**src/rtl/rv32i_types.sv**
```systemverilog
// Shared core-wide types and sizing constants.
//   NUM_REGS   : total physical registers
//   ARCH_REGS  : architectural registers (permanently mapped at reset)
//   phys_reg_t : physical register index, shared by rename, RAT, RRF and ROB
package rv32i_types;
  localparam int NUM_REGS  = 64;
  localparam int ARCH_REGS = 32;
  localparam int PHYS_W    = $clog2(NUM_REGS);

  typedef logic [PHYS_W-1:0] phys_reg_t;
endpackage

```
**src/rtl/phys_free_list.sv**
```systemverilog
// Physical register free list for the out-of-order core.
// A circular FIFO of free physical register indices. Rename pops from head,
// commit pushes stale registers at tail. A second, commit-side read pointer
// (arch_head) tracks the architecturally consumed position so a flush can
// roll the speculative head back in one cycle.
// Ports:
//   clk, rst                    clock, asynchronous active-high reset
//   hardware_scheduler_swap_pc  synchronous re-init, same effect as rst
//   alloc_req                   rename consumes alloc_phys this cycle
//   alloc_phys / alloc_valid    head entry (first-word fall-through) / non-empty
//   free_req / free_phys        commit returns a stale physical register
//   flush                       mispredict/exception recovery
//   free_count                  number of free entries
module phys_free_list
  import rv32i_types::*;
(
  input  logic                                       clk,
  input  logic                                       rst,
  input  logic                                       hardware_scheduler_swap_pc,
  input  logic                                       alloc_req,
  output logic [$clog2(NUM_REGS)-1:0]                alloc_phys,
  output logic                                       alloc_valid,
  input  logic                                       free_req,
  input  logic [$clog2(NUM_REGS)-1:0]                free_phys,
  input  logic                                       flush,
  output logic [$clog2(NUM_REGS-ARCH_REGS+1)-1:0]    free_count
);

  localparam int DEPTH = NUM_REGS - ARCH_REGS;
  localparam int PTR_W = $clog2(DEPTH);
  localparam int CNT_W = $clog2(DEPTH + 1);

  typedef logic [PTR_W-1:0] ptr_t;

  // DEPTH need not be a power of two, so wrap explicitly.
  function automatic ptr_t wrap_inc(input ptr_t p);
    return (p == PTR_W'(DEPTH - 1)) ? '0 : p + 1'b1;
  endfunction

  phys_reg_t        mem_reg [DEPTH];
  ptr_t             head_reg;
  ptr_t             tail_reg;
  ptr_t             arch_head_reg;
  logic [CNT_W-1:0] count_reg;

  logic             pop;
  logic             push;
  logic             full;
  ptr_t             head_inc;
  ptr_t             tail_inc;
  ptr_t             arch_head_inc;
  ptr_t             head_next;
  logic [CNT_W-1:0] count_next;

  assign full        = (count_reg == CNT_W'(DEPTH));
  assign alloc_valid = (count_reg != '0);
  assign alloc_phys  = mem_reg[head_reg];
  assign free_count  = count_reg;

  // Flush outranks the pop; a push while full is dropped.
  assign pop  = alloc_req && alloc_valid && !flush;
  assign push = free_req && !full;

  assign head_inc      = wrap_inc(head_reg);
  assign tail_inc      = wrap_inc(tail_reg);
  assign arch_head_inc = wrap_inc(arch_head_reg);

  always_comb begin
    head_next  = head_reg;
    count_next = count_reg;
    if (flush) begin
      // Roll back to the architectural head, including any same-cycle commit.
      head_next  = push ? arch_head_inc : arch_head_reg;
      count_next = CNT_W'(DEPTH);
    end else begin
      if (pop) head_next = head_inc;
      case ({pop, push})
        2'b10:   count_next = count_reg - 1'b1;
        2'b01:   count_next = count_reg + 1'b1;
        default: count_next = count_reg;
      endcase
    end
  end

  always_ff @(posedge clk or posedge rst) begin
    if (rst) begin
      for (int i = 0; i < DEPTH; i++) mem_reg[i] <= phys_reg_t'(ARCH_REGS + i);
      head_reg      <= '0;
      tail_reg      <= '0;
      arch_head_reg <= '0;
      count_reg     <= CNT_W'(DEPTH);
    end else if (hardware_scheduler_swap_pc) begin
      for (int i = 0; i < DEPTH; i++) mem_reg[i] <= phys_reg_t'(ARCH_REGS + i);
      head_reg      <= '0;
      tail_reg      <= '0;
      arch_head_reg <= '0;
      count_reg     <= CNT_W'(DEPTH);
    end else begin
      if (push) begin
        mem_reg[tail_reg] <= free_phys;
        tail_reg          <= tail_inc;
        // Every commit with rd!=x0 consumed one entry architecturally.
        arch_head_reg     <= arch_head_inc;
      end
      head_reg  <= head_next;
      count_reg <= count_next;
    end
  end

  // Pushing into a full list means the caller lost track of ownership.
  a_no_push_full: assert property (@(posedge clk) disable iff (rst)
    !(free_req && !hardware_scheduler_swap_pc && full));

  // tail - head tracks count modulo DEPTH, so a full list has them equal.
  a_full_ptrs: assert property (@(posedge clk) disable iff (rst)
    full |-> (tail_reg == head_reg));

endmodule

```
**config.mk**
```make
export PLATFORM = sky130hd
export DESIGN_NAME = phys_free_list
export DESIGN_NICKNAME = d
export VERILOG_FILES = /design/src/rtl/rv32i_types.sv /design/src/rtl/phys_free_list.sv
export SDC_FILE = /design/constraint.sdc
export NUM_CORES = 1
export LEC_CHECK = 0
export BUFFER_PORTS_ARGS = -buffer_cell sky130_fd_sc_hd__clkbuf_2
export CORE_ASPECT_RATIO = 1.2
export CORE_MARGIN = 5
export CORE_UTILIZATION = 28
export CTS_BUF_LIST = sky130_fd_sc_hd__clkbuf_8
export DETAILED_ROUTE_END_ITERATION = 8
export GPL_TIMING_DRIVEN = 0
export SLEW_MARGIN = 20
export SYNTH_ARGS = -nofsm -noshare
export SYNTH_HDL_FRONTEND = slang
export SYNTH_SLANG_ARGS = --single-unit
```
**constraint.sdc**
```tcl
create_clock -name clk -period 8.2 [get_ports clk]
set_clock_uncertainty 0.1 [all_clocks]
set_input_delay 0.82 -clock clk [delete_from_list [all_inputs] [get_ports clk]]
set_output_delay 0.82 -clock clk [all_outputs]
set_load 0.01 [all_outputs]
```
==> reports/qor.txt, run 1 <==
status -> finished clean
die area -> 44900 µm²
DRC -> 0
initial antenna violation count -> 0
Pleak -> 4.69 nW
CTS tree -> done
Hold WS -> 194 ps
hpwl dp -> 23900 µm
FF-to-FF End -> free_count[5]
max FFs per register -> 192
Clock Latency Late Sink -> 540 ps
end-of-flow core utilization -> 32.0%
PostCTS Resize Cnt -> 0
Port Buffer Count -> 16
fmax -> 244 MHz
Yosys cell types -> 60
vias in the first global route -> 8659
R2R depth -> 11
chip height -> 231 µm
effective utilization at floorplan -> 28.1%
CTS Buffer Depth -> 3
Synth Warn # -> 0
layout net count -> 1106
ys async rst share -> 100%
GR Util met3 -> 2.06%
placer congestion estimate -> 0.915
# H-tree levels -> 2
Max Cap Viol -> 0
Die W -> 194 µm
Mean Syn Cell Area -> 11.2 µm²
setup violators final -> 0
Buf/Inv on CP -> 3
total power -> 0.00321 W
Synth Flop Type -> dfstp_2
slowest stage delay, CP -> 570 ps
Finished Cell Area -> 13000 µm²
routed vias/inst -> 5.19
# rows -> 81
Remaining Overflow, GRT -> 0
Synthesized Nets -> 1049
CP top delay family -> buffers and inverters
cell mode on critical path -> buf_2
first-pass GRT wire length -> 52800 µm
CTS root buf -> clkbuf_8
CP arrival -> 3180 ps
clk sink count -> 213
Hold Fails Final Rpt -> 0
Slew HR -> 35.8%
minimum clock period -> 4100 ps
Post-DRT Antenna Nets -> 0
Cell Area, Synth -> 11400 µm²
reg-to-reg startpoint -> free_count[2]
Worst Setup End Kind -> output pin
Post-CTS Hold Fix Bufs -> 0
Syn Inst Count -> 1022
crit path kind -> flop to output pin
Cell Area, Placed -> 12200 µm²
Top Ports -> 25
Core ar. -> 40500 µm²
post-CTS setup buffers -> 0
Slew Limit Fails -> 0
critical-path cell list -> buf_2 -> buf_2 -> mux4_2 -> a221oi_1 -> nand3_1 -> clkbuf_2
pin count of the biggest net entering global routing -> 92
antenna cells -> 0
unrepaired setup endpoints after global routing -> false
met2 usage -> 25.3%
worst-path maximum fanout -> 10
area added between synthesis and finish -> 13.7%
Iteration-0 DRC Markers -> 607
share of cells above drive strength 1 -> 25.8%
GRT met1 Usage -> 19.5%
R2R Setup Slk -> 4380 ps
drt first pass iters -> 5
global routing's busiest layer -> met2
number of flops mapped to enable cells by yosys -> 0
crit path max-delay cell type -> mux4_2
worst hold path type -> input pin to asynchronous set/reset pin
GRT Total Usage -> 15.0%
Final Cycle Share -> 50.0%
fillers -> 4198
measured slew at the worst slew-check pin -> 963 ps
Synth Register Bits -> 213
Pwr Density -> 247 nW/µm²
via count -> 8528
cts bufs inserted -> 37
post-synthesis sequential area ratio -> 48.0%
setup ws final -> 4100 ps
WL per Instance -> 21.0 µm
dpl ws -> 4470 ps
DRT Wirelength -> 34500 µm
Worst IR Drop VDD -> 0.270 mV
clock slew at reported path FFs -> 60 ps
Critical Path Start Type -> flop
data required time at the worst endpoint -> 7280 ps
routing by layer:
layer	vias to the layer above	routed length, µm
met5	-	0
met4	0	1360
met3	80	1390
met2	256	16800
met1	4306	14900
li1	3886	-
worst register-to-register path, stage by stage (launching register included):
cell      delay [ps]
dfrtp_1          460
nor4_4           810
buf_6            280
nand3_1          230
nand3_1          170
ha_1             320
inv_1            150
ha_1             360
and4b_1          240
a311oi_1         310
a31oi_1          120
nand3b_1         180
metrics by stage:
step | instances | TNS [ps]
after CTS | 1643 | 0
after global routing | 1643 | 0
after detailed placement | 1579 | 0
after floorplan | 1022 | 0
after global placement | 1577 | -82750
final | 1643 | 0
power by group:
| group | internal (W) | leakage, nW | switching, W | total [W] |
|---|---|---|---|---|
| Sequential | 0.00109 | 2.58 | 0.0000465 | 0.00114 |
| Combinational | 0.000330 | 1.68 | 0.000745 | 0.00107 |
| Clock | 0.000546 | 0.427 | 0.000448 | 0.000994 |
area by class of cell:
class                           count  area, µm²  area share [%]
Multi-Input combinational cell    709       5480            42.3
Sequential cell                   213       5470            42.2
Buffer                             87        405            3.13
Timing Repair Buffer               18        135            1.04
Clock buffer                       47        647            4.99
Inverter                           13       56.3           0.434
Tap cell                          539        674            5.20
Clock inverter                     17       98.8           0.762
cell usage in the layout (no fill, tap or decap), types with 3 or more instances in the layout:
master and instances:
a21oi_1 125, a221oi_1 6, a22o_1 6, a22oi_1 12
a311oi_1 8, a311oi_4 24, a31oi_1 5, and3_1 5
buf_1 5, buf_2 24, buf_4 3, buf_6 5
clkbuf_1 50, clkbuf_2 16, clkbuf_8 47, clkinv_2 7
dfrtp_1 100, dfstp_2 113, ha_1 14, inv_1 20
mux2i_1 140, mux4_2 24, nand2_1 25, nand2_2 3
nand3_1 25, nand3b_1 6, nand4_1 3, nor2_1 109
nor2b_1 4, nor3_1 109, nor3b_1 3, nor4_1 3
o21ai_0 6, o221ai_1 3, or2_2 3, or3_1 3
or3b_1 3
Yosys cell counts (all sizes together), types with 4 or more instances:
master | instances | area [µm²]
a21oi | 125 | 626
a221oi | 6 | 52.6
a22o | 6 | 52.6
a22oi | 12 | 90.1
a311oi | 34 | 731
a31oi | 5 | 31.3
and3 | 5 | 31.3
buf | 37 | 218
clkbuf | 50 | 188
dfrtp | 100 | 2500
dfstp | 113 | 2970
ha | 14 | 175
inv | 13 | 48.8
mux2i | 140 | 1400
mux4 | 24 | 541
nand2 | 28 | 113
nand3 | 25 | 125
nand3b | 6 | 45.0
nor2 | 109 | 409
nor2b | 4 | 25.0
nor3 | 110 | 556
nor4 | 4 | 40.0
o21ai | 6 | 30.0
cells by family (layout without fill, tap and decap cells):
logic type,Yosys count,after routing,synth area share [%]
fa+ha+maj,15,15,1.71
compound gates,212,212,15.7
flops,213,213,48.0
xor+xnor,2,2,0.154
buf+inv,100,182,3.98
simple gates,316,316,13.4
mux,164,164,17.0
worst max-delay path by stage:
| stage | from | end | cells after the start |
|---|---|---|---|
| 4_1_cts | head_reg[0] | alloc_phys[1] | 6 |
| 6_report | head_reg[0] | alloc_phys[1] | 6 |
| 5_1_grt | head_reg[0] | alloc_phys[1] | 6 |
| 3_3_place_gp | rst | mem_reg[78] | 2 |
| 3_5_place_dp | free_count[2] | free_count[5] | 11 |
| 2_1_floorplan | rst | arch_head_reg[0] | 1 |
(Power assumes the default switching activity.)
==> inputs of run 2 (changes only) <==
==> constraint.sdc (replaced) <==
create_clock -name clk -period 3.4 [get_ports clk]
set_clock_uncertainty 0.1 [all_clocks]
set_input_delay 0.34 -clock clk [delete_from_list [all_inputs] [get_ports clk]]
set_output_delay 0.34 -clock clk [all_outputs]
set_load 0.01 [all_outputs]
==> run 2 against run 1 <==
Compared with the run above:
- first-iteration DRC count down 17%
- critical endpoint is now alloc_phys[0]
- sequential cell count unchanged
- register-to-register slack lost 4200 ps
- core utilization rose by 0.62 points
- via count decreased by 0.93%
- non-clock buffer count is 8 higher
- global-route usage grew 0.14 points
- combinational power grew 150%
- largest cell class unchanged
==> reports/qor.txt, run 2 (synthesis gave the netlist of run 1 again) <==
Core ar. -> 40500 µm² (unchanged)
Max Cap Viol -> 0 (unchanged)
Final Cycle Share -> 96.5%
DRT Wirelength -> 34400 µm (was 34500 µm)
first-pass GRT wire length -> 53300 µm (was 52800 µm)
total power -> 0.00795 W (was 0.00321 W)
Clock Latency Late Sink -> 540 ps (about the same)
worst-path maximum fanout -> 10 (unchanged)
fillers -> 4157 (was 4198)
Critical Path Start -> head_reg[2] (was head_reg[0])
vias in the first global route -> 8590 (was 8659)
pin count of the biggest net entering global routing -> 37 (was 92)
# H-tree levels -> 2 (unchanged)
reg-to-reg startpoint -> free_count[3] (was free_count[2])
Pleak -> 4.80 nW (was 4.69 nW)
CTS tree -> done (unchanged)
drt first pass iters -> 5 (unchanged)
Finished Cell Area -> 13200 µm² (was 13000 µm²)
unrepaired setup endpoints after global routing -> false (unchanged)
worst hold path type -> input pin to flop (was input pin to asynchronous set/reset pin)
initial antenna violation count -> 0 (unchanged)
die area -> 44900 µm² (unchanged)
commonest cells after routing, fill and taps aside -> mux2i_1, a21oi_1, dfstp_2, nor3_1, nor2_1 (unchanged)
Port Buffer Count -> 16 (unchanged)
hold path startpoint -> alloc_req
status -> finished clean (unchanged)
Iteration-0 DRC Markers -> 505 (was 607)
Die W -> 194 µm (unchanged)
Hold Fails Final Rpt -> 0 (unchanged)
chip height -> 231 µm (unchanged)
Slew Limit Fails -> 0 (unchanged)
antenna cells -> 0 (unchanged)
Critical Path Start Type -> flop (unchanged)
DRC -> 0 (unchanged)
max FFs per register -> 192 (unchanged)
area added between synthesis and finish -> 15.9% (was 13.7%)
CTS root buf -> clkbuf_8 (unchanged)
minimum clock period -> 3280 ps
final cell count without fillers -> 1655 (was 1643)
dpl cells -> 1584 (was 1579)
# rows -> 81 (unchanged)
cts bufs inserted -> 38 (was 37)
routed vias/inst -> 5.11 (was 5.19)
via count -> 8449 (was 8528)
Pwr Density -> 601 nW/µm² (was 247 nW/µm²)
Post-DRT Antenna Nets -> 0 (unchanged)
setup violators final -> 0 (unchanged)
effective utilization at floorplan -> 28.1% (unchanged)
Worst Setup End Kind -> output pin (unchanged)
placer congestion estimate -> 0.910 (was 0.915)
crit path kind -> flop to output pin (unchanged)
measured slew at the worst slew-check pin -> 983 ps (was 963 ps)
CP arrival -> 2840 ps (was 3180 ps)
Cell Area, Placed -> 12300 µm² (was 12200 µm²)
Top Ports -> 25 (unchanged)
clock slew at reported path FFs -> 60 ps (about the same)
WL per Instance -> 20.8 µm (was 21.0 µm)
hpwl dp -> 24300 µm (was 23900 µm)
Remaining Overflow, GRT -> 0 (unchanged)
fmax -> 305 MHz
data required time at the worst endpoint -> 2960 ps (was 7280 ps)
layout net count -> 1115 (was 1106)
Worst IR Drop VDD -> 0.560 mV (was 0.270 mV)
Slew HR -> 34.2% (was 35.8%)
clk sink count -> 213 (unchanged)
commonest non-fill, non-tap cell in the layout -> mux2i_1 (unchanged)
share of cells above drive strength 1 -> 27.5% (was 25.8%)
GRT Total Usage -> 15.2% (was 15.0%)
CTS Buffer Depth -> 3 (unchanged)
## run 2: cell types whose count changed in the layout (fill, tap and decap cells not counted), sizes merged
cell	change
buf	+6
clkinvlp	+2
bufinv	+1
inv	+1
dlygate4sd3	+1
clkinv	-3
clkbuf	+4
## run 2: report_power, final
group / switching (W) / internal [W] / total (W)
Sequential: 0.000115 / 0.00264 / 0.00276
Clock: 0.00109 / 0.00147 / 0.00255
Combinational: 0.00178 / 0.000866 / 0.00265
## run 2: cell type report
type                       instances  area, µm²  share of cell area [%]
clock buffer                      50        688                    5.20
tap                              539        674                    5.10
multi-input combinational        709       5520                    41.8
timing repair buffer              26        260                    1.97
clock inverter                    18        128                   0.965
inverter                          13       53.8                   0.407
sequential                       213       5470                    41.4
buffer                            87        425                    3.22
## run 2: per-stage QoR
step / worst slack (ps) / setup TNS (ps) / hold WS [ps] / utilization [%]
floorplan: 153 / 0 / 381 / -
global placement: -1130 / -119760 / 397 / 30.0
detailed placement: -280 / -598 / 405 / 30.4
CTS: 1.36 / 0 / 45.0 / 32.5
global route: 22.3 / 0 / 83.2 / 32.6
finish: 120 / 0 / 81.8 / 32.6
## run 2: what timing repair did
action | CTS | global route
gates resized for setup | 6 | 17
pin swaps | 2 | 0
hold buffers | 1 | 0
endpoints found under the hold margin | 18 | 0
buffers inserted | 2 | 0
endpoints found under the setup margin | 9 | 8
## run 2: final timing paths
path | cells after the start | end | slack (ps)
worst max-delay path | 7 | alloc_phys[0] | 120
worst min-delay path | 3 | head_reg[1] | 80
worst max register to register | 11 | free_count[5] | 200
worst min register to register | 2 | mem_reg[190] | 420
max in group asynchronous | 7 | mem_reg[107] | 1510
min in group asynchronous | 3 | mem_reg[183] | 370
## run 2: routing by layer
metal	share of wire, %	track usage, %	vias to the layer above
li1	-	-	3922
met4	3.2	5.65	0
met2	49	25.5	228
met5	0	0	-
met1	43	19.9	4239
met3	4.4	2.20	60
## run 2: worst max-delay path, cell delays in order, from the launching register on
cell and delay (ps):
dfrtp_1 450, clkbuf_2 380, buf_2 470, mux2i_1 330, a22oi_1 140, nand3_1 170, nand3_1 180, clkbuf_2 180
